<file path="src/rtl/freq_test_engine_pkg.sv">
// Shared types and sizing helpers for the frequency test engine.
package freq_test_pkg;

    typedef enum logic [1:0] {
        IDLE,
        RUN,
        EVAL,
        DONE
    } state_e;

    typedef enum logic {
        MODE_MONO,
        MODE_BLOCK
    } mode_e;

    // A counter that must reach 2^log2_len needs one extra bit.
    function automatic int cnt_w(input int log2_len);
        return log2_len + 1;
    endfunction

endpackage

</file>
<file path="src/rtl/freq_test_engine_if.sv">
// Stream and result bundle between the pin mux and the test engine.
interface freq_test_engine_if #(
    parameter int SEQ_LEN_LOG2 = 7,
    parameter int BLK_LEN_LOG2 = 4
);
    import freq_test_pkg::*;

    logic start;
    logic mode;
    logic bit_in;
    logic bit_valid;
    logic bit_ready;
    logic busy;
    logic result_valid;
    logic pass;
    logic [cnt_w(SEQ_LEN_LOG2)-1:0] abs_s;
    logic [cnt_w(SEQ_LEN_LOG2)-1:0] ones_count;
    logic [cnt_w(SEQ_LEN_LOG2-BLK_LEN_LOG2)-1:0] fail_blocks;

    modport master (
        output start, mode, bit_in, bit_valid,
        input  bit_ready, busy, result_valid, pass,
        input  abs_s, ones_count, fail_blocks
    );

    modport slave (
        input  start, mode, bit_in, bit_valid,
        output bit_ready, busy, result_valid, pass,
        output abs_s, ones_count, fail_blocks
    );

endinterface

</file>
<file path="src/rtl/freq_test_engine_blk_freq_unit.sv">
// Sub-block ones counter with deviation check and saturating fail count.
module blk_freq_unit
    import freq_test_pkg::*;
#(
    parameter int BLK_LEN_LOG2 = 4,
    parameter int FAIL_W       = 4,
    parameter int BLK_DEV      = 4
) (
    input  logic              clk,
    input  logic              rst_n,
    input  logic              clr,
    input  logic              bit_acc,
    input  logic              bit_in,
    output logic [FAIL_W-1:0] fail_acc
);
    localparam int BW = cnt_w(BLK_LEN_LOG2);
    localparam logic [BW-1:0] HALF = BW'(2 ** (BLK_LEN_LOG2 - 1));

    logic [BLK_LEN_LOG2-1:0] blk_cnt_q, blk_cnt_d;
    logic [BW-1:0]           blk_ones_q, blk_ones_d;
    logic [FAIL_W-1:0]       fail_q, fail_d;
    logic [BW-1:0]           ones_new;
    logic [BW-1:0]           dev;
    logic                    blk_close;

    always_comb begin
        blk_cnt_d  = blk_cnt_q;
        blk_ones_d = blk_ones_q;
        fail_d     = fail_q;
        // The closing bit is part of the block it closes.
        ones_new   = blk_ones_q + BW'(bit_in);
        dev        = (ones_new >= HALF) ? ones_new - HALF : HALF - ones_new;
        blk_close  = bit_acc && (blk_cnt_q == '1);
        if (clr) begin
            blk_cnt_d  = '0;
            blk_ones_d = '0;
            fail_d     = '0;
        end else if (bit_acc) begin
            blk_cnt_d  = blk_cnt_q + BLK_LEN_LOG2'(1);
            blk_ones_d = blk_close ? '0 : ones_new;
            if (blk_close && int'(dev) > BLK_DEV && fail_q != '1) begin
                fail_d = fail_q + FAIL_W'(1);
            end
        end
    end

    always_ff @(posedge clk) begin
        if (!rst_n) begin
            blk_cnt_q  <= '0;
            blk_ones_q <= '0;
            fail_q     <= '0;
        end else begin
            blk_cnt_q  <= blk_cnt_d;
            blk_ones_q <= blk_ones_d;
            fail_q     <= fail_d;
        end
    end

    assign fail_acc = fail_q;

endmodule

</file>
<file path="src/rtl/freq_test_engine.sv">
// Streaming monobit / block-frequency randomness tester.
module freq_test_engine
    import freq_test_pkg::*;
#(
    parameter int SEQ_LEN_LOG2 = 7,
    parameter int BLK_LEN_LOG2 = 4,
    parameter int MONO_THRESH  = 29,
    parameter int BLK_DEV      = 4,
    parameter int BLK_FAIL_MAX = 1
) (
    input  logic clk,
    input  logic rst_n,
    input  logic ena,
    freq_test_engine_if.slave bus
);
    localparam int SW = cnt_w(SEQ_LEN_LOG2);
    localparam int FW = cnt_w(SEQ_LEN_LOG2 - BLK_LEN_LOG2);
    localparam logic [SW:0] N_X = (SW + 1)'(2 ** SEQ_LEN_LOG2);

    state_e                  state_q, state_d;
    mode_e                   mode_q, mode_d;
    logic [SEQ_LEN_LOG2-1:0] seq_cnt_q, seq_cnt_d;
    logic [SW-1:0]           ones_q, ones_d;
    logic                    rv_q, rv_d;
    logic                    pass_q, pass_d;
    logic [SW-1:0]           abs_q, abs_d;
    logic [SW-1:0]           ocnt_q, ocnt_d;
    logic [FW-1:0]           fblk_q, fblk_d;

    logic [FW-1:0] fail_acc;
    logic          run;
    logic          bit_acc;
    logic          clr;
    logic          last_bit;
    logic [SW:0]   twice;
    logic [SW-1:0] abs_now;

    blk_freq_unit #(
        .BLK_LEN_LOG2 (BLK_LEN_LOG2),
        .FAIL_W       (FW),
        .BLK_DEV      (BLK_DEV)
    ) u_blk (
        .clk      (clk),
        .rst_n    (rst_n),
        .clr      (clr),
        .bit_acc  (bit_acc),
        .bit_in   (bus.bit_in),
        .fail_acc (fail_acc)
    );

    always_comb begin
        state_d   = state_q;
        mode_d    = mode_q;
        seq_cnt_d = seq_cnt_q;
        ones_d    = ones_q;
        rv_d      = rv_q;
        pass_d    = pass_q;
        abs_d     = abs_q;
        ocnt_d    = ocnt_q;
        fblk_d    = fblk_q;
        run       = (state_q == RUN);
        // A bit arriving with a restart belongs to the abandoned run.
        bit_acc   = ena && run && bus.bit_valid && !bus.start;
        clr       = ena && bus.start && (state_q != EVAL);
        last_bit  = bit_acc && (seq_cnt_q == '1);
        twice     = {ones_q, 1'b0};
        abs_now   = SW'((twice >= N_X) ? twice - N_X : N_X - twice);
        if (ena) begin
            rv_d = 1'b0;
            unique case (state_q)
                IDLE, DONE: begin
                    if (bus.start) state_d = RUN;
                end
                RUN: begin
                    if (bus.start)     state_d = RUN;
                    else if (last_bit) state_d = EVAL;
                end
                EVAL: begin
                    state_d = DONE;
                    rv_d    = 1'b1;
                    abs_d   = abs_now;
                    ocnt_d  = ones_q;
                    fblk_d  = fail_acc;
                    pass_d  = (mode_q == MODE_BLOCK)
                            ? (int'(fail_acc) <= BLK_FAIL_MAX)
                            : (int'(abs_now) <= MONO_THRESH);
                end
                default: state_d = IDLE;
            endcase
            if (clr) begin
                seq_cnt_d = '0;
                ones_d    = '0;
                mode_d    = mode_e'(bus.mode);
            end else if (bit_acc) begin
                seq_cnt_d = seq_cnt_q + SEQ_LEN_LOG2'(1);
                ones_d    = ones_q + SW'(bus.bit_in);
            end
        end
    end

    always_ff @(posedge clk) begin
        if (!rst_n) begin
            state_q   <= IDLE;
            mode_q    <= MODE_MONO;
            seq_cnt_q <= '0;
            ones_q    <= '0;
            rv_q      <= 1'b0;
            pass_q    <= 1'b0;
            abs_q     <= '0;
            ocnt_q    <= '0;
            fblk_q    <= '0;
        end else begin
            state_q   <= state_d;
            mode_q    <= mode_d;
            seq_cnt_q <= seq_cnt_d;
            ones_q    <= ones_d;
            rv_q      <= rv_d;
            pass_q    <= pass_d;
            abs_q     <= abs_d;
            ocnt_q    <= ocnt_d;
            fblk_q    <= fblk_d;
        end
    end

    assign bus.bit_ready    = ena && run;
    assign bus.busy         = (state_q == RUN) || (state_q == EVAL);
    assign bus.result_valid = rv_q;
    assign bus.pass         = pass_q;
    assign bus.abs_s        = abs_q;
    assign bus.ones_count   = ocnt_q;
    assign bus.fail_blocks  = fblk_q;

endmodule

</file>
<file path="src/flat_wrapper.sv">
// flat-port wrapper written by rule: the top's interface ports become plain ports
module freq_test_engine_flat import freq_test_pkg::*;
#(
    parameter int SEQ_LEN_LOG2 = 7,
    parameter int BLK_LEN_LOG2 = 4,
    parameter int MONO_THRESH  = 29,
    parameter int BLK_DEV      = 4,
    parameter int BLK_FAIL_MAX = 1
)
  (clk, rst_n, ena, bus_start, bus_mode, bus_bit_in, bus_bit_valid, bus_bit_ready, bus_busy, bus_result_valid, bus_pass, bus_abs_s, bus_ones_count, bus_fail_blocks);
  freq_test_engine_if #(.SEQ_LEN_LOG2(SEQ_LEN_LOG2), .BLK_LEN_LOG2(BLK_LEN_LOG2)) bus_i ();
  input  logic clk;
  input  logic rst_n;
  input  logic ena;
  input wire logic [$bits(bus_i.start)-1:0] bus_start;
  input wire logic [$bits(bus_i.mode)-1:0] bus_mode;
  input wire logic [$bits(bus_i.bit_in)-1:0] bus_bit_in;
  input wire logic [$bits(bus_i.bit_valid)-1:0] bus_bit_valid;
  output wire logic [$bits(bus_i.bit_ready)-1:0] bus_bit_ready;
  output wire logic [$bits(bus_i.busy)-1:0] bus_busy;
  output wire logic [$bits(bus_i.result_valid)-1:0] bus_result_valid;
  output wire logic [$bits(bus_i.pass)-1:0] bus_pass;
  output wire logic [$bits(bus_i.abs_s)-1:0] bus_abs_s;
  output wire logic [$bits(bus_i.ones_count)-1:0] bus_ones_count;
  output wire logic [$bits(bus_i.fail_blocks)-1:0] bus_fail_blocks;
  assign bus_i.start = bus_start;
  assign bus_i.mode = bus_mode;
  assign bus_i.bit_in = bus_bit_in;
  assign bus_i.bit_valid = bus_bit_valid;
  assign bus_bit_ready = bus_i.bit_ready;
  assign bus_busy = bus_i.busy;
  assign bus_result_valid = bus_i.result_valid;
  assign bus_pass = bus_i.pass;
  assign bus_abs_s = bus_i.abs_s;
  assign bus_ones_count = bus_i.ones_count;
  assign bus_fail_blocks = bus_i.fail_blocks;
  freq_test_engine #(.SEQ_LEN_LOG2(SEQ_LEN_LOG2), .BLK_LEN_LOG2(BLK_LEN_LOG2), .MONO_THRESH(MONO_THRESH), .BLK_DEV(BLK_DEV), .BLK_FAIL_MAX(BLK_FAIL_MAX)) u_core (.clk(clk), .rst_n(rst_n), .ena(ena), .bus(bus_i));
endmodule
</file>
<file path="config.mk">
export PLATFORM = sky130hd
export DESIGN_NAME = freq_test_engine_flat
export DESIGN_NICKNAME = d
export VERILOG_FILES = /design/src/rtl/freq_test_engine_pkg.sv /design/src/rtl/freq_test_engine_if.sv /design/src/rtl/freq_test_engine_blk_freq_unit.sv /design/src/rtl/freq_test_engine.sv /design/src/flat_wrapper.sv
export SDC_FILE = /design/constraint.sdc
export NUM_CORES = 1
export LEC_CHECK = 0
export ABC_AREA = 1
export ABC_CLOCK_PERIOD_IN_PS = 2400
export CAP_MARGIN = 20
export CORE_ASPECT_RATIO = 0.6
export CORE_MARGIN = 2
export CORE_UTILIZATION = 55
export CTS_BUF_LIST = sky130_fd_sc_hd__clkbuf_16
export CTS_CLUSTER_DIAMETER = 100
export DETAILED_ROUTE_END_ITERATION = 10
export GPL_TIMING_DRIVEN = 0
export PLACE_DENSITY_LB_ADDON = 0.1
export SYNTH_ARGS = -nofsm -noshare
export SYNTH_HDL_FRONTEND = slang
export SYNTH_SLANG_ARGS = --single-unit
</file>
<file path="constraint.sdc">
create_clock -name clk -period 2.4 [get_ports clk]
set_input_delay 0.24 -clock clk [delete_from_list [all_inputs] [get_ports clk]]
set_output_delay 0.24 -clock clk [all_outputs]
set_load 0.005 [all_outputs]
</file>
==> flow_summary.yaml, run 1 <==
sta:
  finalClockSkew_ns: 0.00495
  maxSlewViolCount: 0
  post-route-min-period_ns: 2.21
  hold_viol: 0
  max_freq_mhz: 452
  slew-limit-headroom_pct: 65.5
  period_share_pct: 92.2
  final_critical_path_setup_slack_ns: 0.187
  setup_viol: 0
  worst_slew_pin_slew_ns: 0.518
route:
  via_count: 2241
  viasPerCell: 5.04
  drcViolationCount: 0
  postRouteAntennaNets: 0
  drt-wirelength-per-cell_um: 12.5
  finalWirelength_um: 5560
  first_iteration_detailed_routing_drc_count: 119
  detailedRoute.firstPassIterationCount: 4
power_and_ir_drop:
  post-layout-total-power_mw: 1.77
  p_per_area_nw_per_um2: 578
  static-leakage-power_nw: 1.28
  worst_ir_drop_vdd_uv: 338
synth:
  synth_ff_type: "sky130_fd_sc_hd__dfxtp_1"
  synthDominantCellAreaShare_pct: 40.6
  synth-edff-count: 0
  synth_seq_area_share_pct: 40.6
  synthTopCellsByCount: "52 x sky130_fd_sc_hd__nand2_1, 51 x sky130_fd_sc_hd__dfxtp_1, 44 x sky130_fd_sc_hd__inv_1"
  syn-mean-instance-area_um2: 7.28
  synth_most_common_cell: "sky130_fd_sc_hd__nand2_1"
  synth_fp_nets: 366
  synthDominantAreaCellType: "sky130_fd_sc_hd__dfxtp_1"
  synth_area_um2: 2520
  synth-warning-count: 0
  synthCells: 346
  largest_cells_by_area_after_synthesis: "sky130_fd_sc_hd__dfxtp_1 41%, sky130_fd_sc_hd__a21oi_1 8.0%, sky130_fd_sc_hd__nand2_1 7.8%"
  ys_ff_latch: 51
  synth_async_sr_flop_share_pct: 0
  unique_cell_type_count_in_the_yosys_netlist: 30
hold_path:
  hold_path.class: "in -> reg"
finish:
  antenna_cells_inserted: 0
  final_nets: 402
  design_area_um2: 3050
  post_route_cells_drive_above_1_share_pct: 9.69
  fillers: 384
  area_delta_synth_final_pct: 21.3
worst_setup_path:
  worst-path-max-fanout: 7
  end_kind: "flop"
  critical_path.slowest_cell: "sky130_fd_sc_hd__clkdlybuf4s50_1"
  arrival_ns: 2.43
  timing.critical_path.required_ns: 2.62
  start_kind: "primary input"
  critical_path.top_delay_family: "simple AND/OR/NAND/NOR gates"
  timing.setup.critical_path_class: "in -> reg"
  critPathMaxStageDelay_ns: 0.50
  critPathBufInv: 3
  worstPathCellList: "clkdlybuf4s50_1 > ha_2 > ha_2 > nand4_1 > and2_1 > inv_1 > ha_1 > inv_1 > nor2_1 > nand2_1 > nor2_1 > nor2_4 > nand2_2 > nand2_1 > a21oi_1"
grt:
  grt_overflow_total: 0
  grt_pass1_wl_um: 9630
  maximum_number_of_pins_on_one_net_before_global_route_repair: 16
  grt_antenna_before_repair: 0
  number_of_global_route_vias_before_repair: 2024
  grt_usage_pct: 23.6
die:
  dieWidth_um: 91.3
  floorplan.initialDensity_pct: 56.0
  die_y_um: 56.4
  core_area_um2: 4490
  die_area_um2: 5150
  io_pins: 31
  placement_rows: 19
placed_design:
  globalplace.congestion: 0.828
  postPlaceCellArea_um2: 2880
  numPortBuffers: 28
  dpl_worst_slack_ns: -0.185
  hpwlAfterDp_um: 4100
job:
  maxCapViolations: 0
clock_tree:
  cts_num_sinks: 51
  clk_transition_reported_paths_ns: 0.07
  ctsRootBufferMaster: "sky130_fd_sc_hd__clkbuf_16"
  cts_inserted_buffers: 5
  cts_tree: "built"
  insertion_delay_ns: 0.29
  cts_buffer_depth: 2
  ctsHtreeMaxLevel: 2
status:
  status: "completed"
-- path summary, 6_finish.rpt --
kind | startpoint | depth (start not counted) | endpoint | slack, ns
worst max-delay path | bus_bit_in | 15 | u_core.u_blk.fail_acc[0] | 0.19
worst max register to register | u_core.u_blk.blk_ones_q[0] | 14 | u_core.u_blk.fail_acc[0] | 0.31
worst min-delay path | rst_n | 3 | u_core.bus.ones_count[5] | 0.31
worst min register to register | u_core.bus.result_valid | 2 | u_core.bus.result_valid | 0.46
-- placed cells by master, fill, tap and decap left out --
master,Yosys,final
sky130_fd_sc_hd__o211ai_1,3,3
sky130_fd_sc_hd__buf_1,1,1
sky130_fd_sc_hd__a21oi_1,40,40
sky130_fd_sc_hd__and2_1,1,1
sky130_fd_sc_hd__nand3_2,4,4
sky130_fd_sc_hd__clkbuf_1,2,2
sky130_fd_sc_hd__nor3_1,4,4
sky130_fd_sc_hd__nand2_1,52,51
sky130_fd_sc_hd__nor2_1,38,38
sky130_fd_sc_hd__nand4_1,4,4
sky130_fd_sc_hd__clkinv_1,1,1
sky130_fd_sc_hd__clkinvlp_4,0,1
sky130_fd_sc_hd__nor2_4,2,2
sky130_fd_sc_hd__clkbuf_16,0,5
sky130_fd_sc_hd__nand2_2,2,3
sky130_fd_sc_hd__ha_2,0,2
sky130_fd_sc_hd__inv_1,44,44
sky130_fd_sc_hd__nand3b_1,1,1
sky130_fd_sc_hd__buf_4,4,5
sky130_fd_sc_hd__xor2_1,5,5
sky130_fd_sc_hd__o21ai_0,37,37
sky130_fd_sc_hd__clkbuf_2,2,2
sky130_fd_sc_hd__a211oi_1,1,1
sky130_fd_sc_hd__clkdlybuf4s50_1,0,28
sky130_fd_sc_hd__bufinv_16,0,1
sky130_fd_sc_hd__nor2_2,4,4
sky130_fd_sc_hd__nand3_1,20,20
sky130_fd_sc_hd__nand2_4,2,2
sky130_fd_sc_hd__o21ai_1,1,1
sky130_fd_sc_hd__or2_2,1,1
sky130_fd_sc_hd__conb_1,1,1
sky130_fd_sc_hd__buf_2,1,1
sky130_fd_sc_hd__inv_2,4,4
sky130_fd_sc_hd__ha_1,13,11
sky130_fd_sc_hd__dfxtp_1,51,51
-- sequential cells by signal, summed over array words and instances, names as in the netlist --
signal	flops
u_core.u_blk.blk_cnt_q	4
u_core.u_blk.blk_ones_q	5
u_core.ones_q	8
u_core.bus.abs_s	6
u_core.seq_cnt_q	7
u_core.u_blk.fail_acc	4
u_core.bus.ones_count	8
u_core.bus.pass	1
u_core.mode_q	1
u_core.bus.fail_blocks	4
u_core.state_q	2
u_core.bus.result_valid	1
-- cell type report --
cell class	count	area, um2	share of cell area [%]
Clock buffer	5	125	4.10
Buffer	10	56.3	1.84
Multi-Input combinational cell	236	1260	41.4
Tap cell	63	78.8	2.58
Inverter	49	184	6.02
Clock inverter	2	37.5	1.23
Timing Repair Buffer	29	288	9.42
Sequential cell	51	1020	33.4
-- cell families (layout without fill, tap and decap cells) --
family / after synthesis / count (layout) / share of synthesized area, %
AND/OR/NAND/NOR: 135 / 135 / 24.9
AO/OA/AOI/OAI: 82 / 82 / 16.7
buffers and inverters: 59 / 95 / 9.54
flip-flops: 51 / 51 / 40.6
adder cells (fa/ha/maj): 13 / 13 / 6.46
XOR/XNOR: 5 / 5 / 1.74
other: 1 / 1 / 0.149
-- metrics by stage --
stage / utilization [%] / TNS, ns / hold WS [ns] / std cells
after floorplan: - / 0 / 0.399 / 346
after global placement: 64.0 / -0.528 / 0.449 / 437
after detailed placement: 64.0 / -0.610 / 0.454 / 437
after CTS: 67.6 / 0 / 0.330 / 444
after global routing: 68.0 / -0.0191 / 0.332 / 445
final: 68.0 / 0 / 0.314 / 445
-- worst register-to-register path, delay by kind of cell (launching register included) --
kind	cells	cell delay, ns
and+or+nand+nor	8	0.84
adders and majority gates	3	0.60
DFF	1	0.33
buffers and inverters	2	0.13
AOI/OAI and AO/OA	1	0.13
-- repair_timing --
| item | CTS | global route |
|---|---|---|
| resized for setup | 0 | 3 |
| buffers inserted | 0 | 1 |
| setup endpoints to repair | 0 | 4 |
| hold buffers | 0 | 0 |
-- routing by layer --
| layer | routed length (um) | part of all wire (%) | global-route usage [%] | up-vias |
|---|---|---|---|---|
| met3 | 246 | 4.4 | 5.23 | 7 |
| met5 | 0 | 0 | 0 | - |
| met4 | 70 | 1.3 | 7.14 | 0 |
| li1 | - | - | - | 1199 |
| met2 | 2220 | 40 | 33.3 | 38 |
| met1 | 3020 | 54 | 35.8 | 997 |
-- power by group --
group | internal, mW | switching (mW)
logic | 0.0456 | 0.0687
clock network | 0.486 | 0.306
registers | 0.854 | 0.00509
total | 1.39 | 0.380
(Power assumes the default switching activity.)
==> run 2: changes to the inputs <==
--- a/config.mk
+++ b/config.mk
@@ -6,7 +6,7 @@
 export NUM_CORES = 1
 export LEC_CHECK = 0
 export ABC_AREA = 1
-export ABC_CLOCK_PERIOD_IN_PS = 2400
+export ABC_CLOCK_PERIOD_IN_PS = 2800
 export CAP_MARGIN = 20
 export CORE_ASPECT_RATIO = 0.6
 export CORE_MARGIN = 2
==> constraint.sdc (replaced) <==
create_clock -name clk -period 2.8 [get_ports clk]
set_input_delay 0.28 -clock clk [delete_from_list [all_inputs] [get_ports clk]]
set_output_delay 0.28 -clock clk [all_outputs]
set_load 0.005 [all_outputs]
==> run 2 against run 1 <==
Clock power down 14%; register-to-register slack better by 0.35 ns; clock skew up 0.00066 ns; first-iteration DRC count down 18%; setup slack better by 0.31 ns; largest power group unchanged; sequential power down 14%; highest routed layer unchanged; die area unchanged; largest cell class unchanged.
==> flow_summary.yaml, run 2 (synthesized netlist as in run 1, its figures left out) <==
status:
  status: "completed"
sta:
  worst_slew_pin_slew_ns: 0.505
  hold_viol: 0
  finalClockSkew_ns: 0.00561
  slew-limit-headroom_pct: 66.3
  setup_repair_after_global_routing_missed_its_margin: "no"
  max_freq_mhz: 434
  maxSlewViolCount: 0
  period_share_pct: 82.3
  holdWs_ns: 0.358
  setup_viol: 0
  final_critical_path_setup_slack_ns: 0.497
  totalNegativeSetupSlack_ns: 0
  post-route-min-period_ns: 2.30
power_and_ir_drop:
  static-leakage-power_nw: 1.28
  post-layout-total-power_mw: 1.51
  p_per_area_nw_per_um2: 498
  worst_ir_drop_vdd_uv: 288
grt:
  grt_usage_pct: 23.6
  maximum_number_of_pins_on_one_net_before_global_route_repair: 16
  grt_antenna_before_repair: 0
  grt_pass1_wl_um: 9630
  grt_overflow_total: 0
  number_of_global_route_vias_before_repair: 2024
clock_tree:
  ctsHtreeMaxLevel: 2
  cts_buffer_depth: 2
  cts_num_sinks: 51
  cts_tree: "built"
  post_cts.repair.setup_buffers: 0
  ctsRootBufferMaster: "sky130_fd_sc_hd__clkbuf_16"
  clk_transition_reported_paths_ns: 0.07
  cts_inserted_buffers: 5
  post_cts_resized: 0
  ctsHoldBuffers: 0
  insertion_delay_ns: 0.29
die:
  placement_rows: 19
  core_area_um2: 4490
  io_pins: 31
  die_area_um2: 5150
  floorplan.initialDensity_pct: 56.0
  dieWidth_um: 91.3
  die_y_um: 56.4
placed_design:
  numPortBuffers: 28
  postPlaceCellArea_um2: 2880
  placed_cells_incl_taps: 437
  hpwlAfterDp_um: 4100
  globalplace.congestion: 0.828
  dpl_worst_slack_ns: 0.175
route:
  viasPerCell: 5.00
  drcViolationCount: 0
  via_count: 2221
  detailedRoute.firstPassIterationCount: 4
  first_iteration_detailed_routing_drc_count: 98
  postRouteAntennaNets: 0
  drt-wirelength-per-cell_um: 12.3
  finalWirelength_um: 5460
hold_path:
  hold_path.class: "in -> reg"
  worstHoldPathCells: 3
worst_setup_path:
  timing.setup.critical_path_class: "in -> reg"
  timing.critical_path.required_ns: 3.02
  cell_depth_of_the_worst_flop_to_flop_path: 15
  end_kind: "flop"
  start_kind: "primary input"
  arrival_ns: 2.52
  worst-path-max-fanout: 7
finish:
  antenna_cells_inserted: 0
  final_nets: 401
  final-instance-count-excl-fill: 444
  area_delta_synth_final_pct: 20.7
  design_area_um2: 3040
  post_route_cells_drive_above_1_share_pct: 8.66
  most_common_library_cell_in_the_layout_ignoring_fill_and_taps: "sky130_fd_sc_hd__nand2_1"
  final_core_util_pct: 67.6
  most-common-layout-cells: "52 x sky130_fd_sc_hd__nand2_1, 51 x sky130_fd_sc_hd__dfxtp_1, 44 x sky130_fd_sc_hd__inv_1"
job:
  maxCapViolations: 0
## run 2: cell types whose count changed in the layout (fill, tap and decap cells not counted)
cell / change
sky130_fd_sc_hd__ha_1: +2
sky130_fd_sc_hd__ha_2: -2
sky130_fd_sc_hd__buf_4: -1
sky130_fd_sc_hd__nand2_1: +1
sky130_fd_sc_hd__nand2_2: -1
## run 2: final cells by class
cell class,count,area (um2)
tap,63,78.8
sequential,51,1020
clock inverter,2,37.5
buffer,10,56.3
inverter,49,184
multi-input combinational,236,1260
fill,387,1450
timing repair buffer,28,280
clock buffer,5,125
## run 2: final timing paths
path | startpoint | endpoint | slack (ns)
worst min-delay path | rst_n | u_core.bus.ones_count[5] | 0.36
worst max register to register | u_core.u_blk.blk_ones_q[0] | u_core.u_blk.fail_acc[0] | 0.66
worst max-delay path | bus_bit_in | u_core.u_blk.fail_acc[0] | 0.50
worst min register to register | u_core.bus.result_valid | u_core.bus.result_valid | 0.46
## run 2: worst max-delay path, stage by stage
cell                              delay [ns]
sky130_fd_sc_hd__clkdlybuf4s50_1        0.44
sky130_fd_sc_hd__ha_1                   0.25
sky130_fd_sc_hd__ha_1                   0.23
sky130_fd_sc_hd__nand3_1                0.10
sky130_fd_sc_hd__nand2_1                0.06
sky130_fd_sc_hd__and2_1                 0.17
sky130_fd_sc_hd__inv_1                  0.06
sky130_fd_sc_hd__ha_1                   0.19
sky130_fd_sc_hd__inv_1                  0.06
sky130_fd_sc_hd__nor2_1                 0.10
sky130_fd_sc_hd__nand2_1                0.06
sky130_fd_sc_hd__nor2_1                 0.16
sky130_fd_sc_hd__nor2_4                 0.09
sky130_fd_sc_hd__nand2_1                0.09
sky130_fd_sc_hd__nand2_1                0.06
sky130_fd_sc_hd__a21oi_1                0.12
## run 2: where the power goes
group          internal (mW)  switching, mW  total (mW)  leakage (nW)
combinational         0.0388         0.0589      0.0976         0.790
clock                  0.417          0.264       0.680        0.0759
sequential             0.732        0.00429       0.737         0.411
## run 2: per-layer routing
layer	vias up	GRT usage, %	routed length, um
li1	1197	-	-
met1	980	35.8	2970
met2	37	33.3	2160
met3	7	5.23	259
met4	0	7.14	70
met5	-	0	0
==> run 3: changes to the inputs <==
--- a/config.mk
+++ b/config.mk
@@ -6,7 +6,7 @@
 export NUM_CORES = 1
 export LEC_CHECK = 0
 export ABC_AREA = 1
-export ABC_CLOCK_PERIOD_IN_PS = 2800
+export ABC_CLOCK_PERIOD_IN_PS = 2200
 export CAP_MARGIN = 20
 export CORE_ASPECT_RATIO = 0.6
 export CORE_MARGIN = 2
==> constraint.sdc (replaced) <==
create_clock -name clk -period 2.2 [get_ports clk]
set_input_delay 0.22 -clock clk [delete_from_list [all_inputs] [get_ports clk]]
set_output_delay 0.22 -clock clk [all_outputs]
set_load 0.005 [all_outputs]
==> run 3 against run 2 <==
Sequential power increased by 27%; die area unchanged; clock skew fell by 0.0017 ns; critical endpoint is now u_core.u_blk.fail_acc[1]; first-iteration DRC count up 33%; power rose by 28%; critical path type is now reg -> reg; register-to-register slack worse by 0.45 ns; highest routed layer unchanged; via count rose by 1.5%.
==> flow_summary.yaml, run 3 (synthesized netlist as in run 1, its figures left out) <==
power_and_ir_drop:
  worst_ir_drop_vdd_uv: 366
  p_per_area_nw_per_um2: 624
  pwr-share-seq_pct: 48.6
  static-leakage-power_nw: 1.30
  power.share.clock_pct: 44.9
  power_switching_share_pct: 21.6
  pwr-share-comb_pct: 6.6
  power.internal_mw: 1.51
  power.net_switching_mw: 0.418
worst_setup_path:
  worst-path-max-fanout: 7
  cell_depth_of_the_worst_flop_to_flop_path: 15
  setup.reg_to_reg.worst_slack_ns: 0.21
  arrival_ns: 2.18
  worstPathCellList: "ha_4 > ha_4 > nand3_1 > nand2_1 > and2_4 > inv_1 > ha_1 > inv_1 > nor2_1 > nand2_1 > nor2_2 > nor2_4 > nand2_2 > o21ai_1 > nor2_1"
  end_kind: "flop"
  startpoint: "u_core.u_blk.blk_ones_q[0]"
  critPathBufInv: 2
  critPathMaxStageDelay_ns: 0.35
  timing.critical_path.required_ns: 2.39
  crit_cells: 15
  timing.setup.critical_path_class: "reg -> reg"
  start_kind: "flop"
  critical_path.top_delay_family: "simple AND/OR/NAND/NOR gates"
  critical_path.slowest_cell: "sky130_fd_sc_hd__dfxtp_2"
  r2r_start: "u_core.u_blk.blk_ones_q[0]"
grt:
  maximum_number_of_pins_on_one_net_before_global_route_repair: 16
  grt_overflow_total: 0
  grt_usage_pct: 23.7
  number_of_global_route_vias_before_repair: 2031
  grt_antenna_before_repair: 0
  grt_pass1_wl_um: 9690
sta:
  slew-limit-headroom_pct: 66.4
  final_critical_path_setup_slack_ns: 0.206
  period_share_pct: 90.7
  hold_viol: 0
  post-route-min-period_ns: 1.99
  finalClockSkew_ns: 0.00389
  worst_slew_pin_slew_ns: 0.504
  max_freq_mhz: 501
  maxSlewViolCount: 0
  setup_repair_after_global_routing_missed_its_margin: "no"
  setup_viol: 0
status:
  status: "completed"
die:
  io_pins: 31
  placement_rows: 19
  die_y_um: 56.4
  floorplan.initialDensity_pct: 56.0
  core_area_um2: 4490
  dieWidth_um: 91.3
  die_area_um2: 5150
finish:
  final_nets: 403
  multi_input_area_um2: 1290
  final_core_util_pct: 68.9
  most-common-layout-cells: "51 x sky130_fd_sc_hd__nand2_1, 50 x sky130_fd_sc_hd__dfxtp_1, 44 x sky130_fd_sc_hd__inv_1"
  fillers: 375
  area.sequential_um2: 1020
  antenna_cells_inserted: 0
  area_delta_synth_final_pct: 22.9
  most_common_library_cell_in_the_layout_ignoring_fill_and_taps: "sky130_fd_sc_hd__nand2_1"
  post_route_cells_drive_above_1_share_pct: 11.0
hold_path:
  min-delay-start: "rst_n"
  worstHoldPathCells: 3
  hold_path.class: "in -> reg"
clock_tree:
  cts_tree: "built"
  ctsRootBufferMaster: "sky130_fd_sc_hd__clkbuf_16"
  clk_transition_reported_paths_ns: 0.07
  cts_buffer_depth: 2
  insertion_delay_ns: 0.29
  ctsHtreeMaxLevel: 2
  cts_inserted_buffers: 5
  cts_num_sinks: 51
route:
  finalWirelength_um: 5570
  detailedRoute.firstPassIterationCount: 4
  first_iteration_detailed_routing_drc_count: 130
  via_count: 2255
  drt-wirelength-per-cell_um: 12.5
  viasPerCell: 5.06
  postRouteAntennaNets: 0
  drcViolationCount: 0
placed_design:
  numPortBuffers: 28
  hpwlAfterDp_um: 4100
  globalplace.congestion: 0.828
  dpl_worst_slack_ns: -0.365
job:
  maxCapViolations: 0
[run 3: routing by layer]
| metal | track usage (%) | vias to the layer above | wire length (um) |
|---|---|---|---|
| met5 | 0 | - | 0 |
| met4 | 7.14 | 0 | 66 |
| met3 | 5.23 | 7 | 259 |
| met2 | 33.7 | 44 | 2240 |
| met1 | 35.9 | 1003 | 3000 |
| li1 | - | 1201 | - |
[run 3: power groups by stage]
stage          sequential (mW)  combinational (mW)  clock [mW]
3_5_place_dp             0.958               0.123           0
2_1_floorplan            0.958              0.0788           0
4_1_cts                  0.937               0.125       0.877
3_3_place_gp             0.958               0.122           0
6_report                 0.938               0.127       0.866
5_1_grt                  0.939               0.144       0.911
[run 3: worst paths after layout]
| path | to |
|---|---|
| min reg2reg | u_core.bus.result_valid |
| max reg2reg | u_core.u_blk.fail_acc[1] |
| min | u_core.bus.ones_count[5] |
| max | u_core.u_blk.fail_acc[1] |
[run 3: area by class of cell]
| class | instances | share of cell area, % |
|---|---|---|
| inverter | 49 | 5.94 |
| buffer | 10 | 1.82 |
| clock buffer | 5 | 4.04 |
| clock inverter | 2 | 1.21 |
| timing repair buffer | 30 | 9.62 |
| multi-input combinational | 236 | 41.8 |
| tap | 63 | 2.55 |
| sequential | 51 | 33.0 |
[run 3: what timing repair did]
| action | in CTS | in global routing |
|---|---|---|
| endpoints found under the setup margin | 3 | 4 |
| pin swaps | 1 | 3 |
| gates resized for setup | 4 | 6 |
| setup buffers | 0 | 2 |
| hold buffers | 0 | 0 |
[run 3: worst reg2reg max path, cell delays in order, from the launching register on]
cell	delay, ns
sky130_fd_sc_hd__dfxtp_2	0.35
sky130_fd_sc_hd__ha_4	0.15
sky130_fd_sc_hd__ha_4	0.14
sky130_fd_sc_hd__nand3_1	0.08
sky130_fd_sc_hd__nand2_1	0.10
sky130_fd_sc_hd__and2_4	0.16
sky130_fd_sc_hd__inv_1	0.05
sky130_fd_sc_hd__ha_1	0.21
sky130_fd_sc_hd__inv_1	0.08
sky130_fd_sc_hd__nor2_1	0.05
sky130_fd_sc_hd__nand2_1	0.07
sky130_fd_sc_hd__nor2_2	0.05
sky130_fd_sc_hd__nor2_4	0.18
sky130_fd_sc_hd__nand2_2	0.08
sky130_fd_sc_hd__o21ai_1	0.12
sky130_fd_sc_hd__nor2_1	0.05
[run 3: stage by stage]
step                      TNS, ns  total power [mW]  instances  hold slack, ns  area, um2
final                           0              1.93        446           0.299       3090
after global routing            0              1.99        446           0.312       3090
after CTS                       0              1.94        444           0.310       3050
after detailed placement    -1.33              1.08        437           0.454       2880
after global placement      -1.25              1.08        437           0.449       2880
after floorplan                 0              1.04        346           0.379       2520
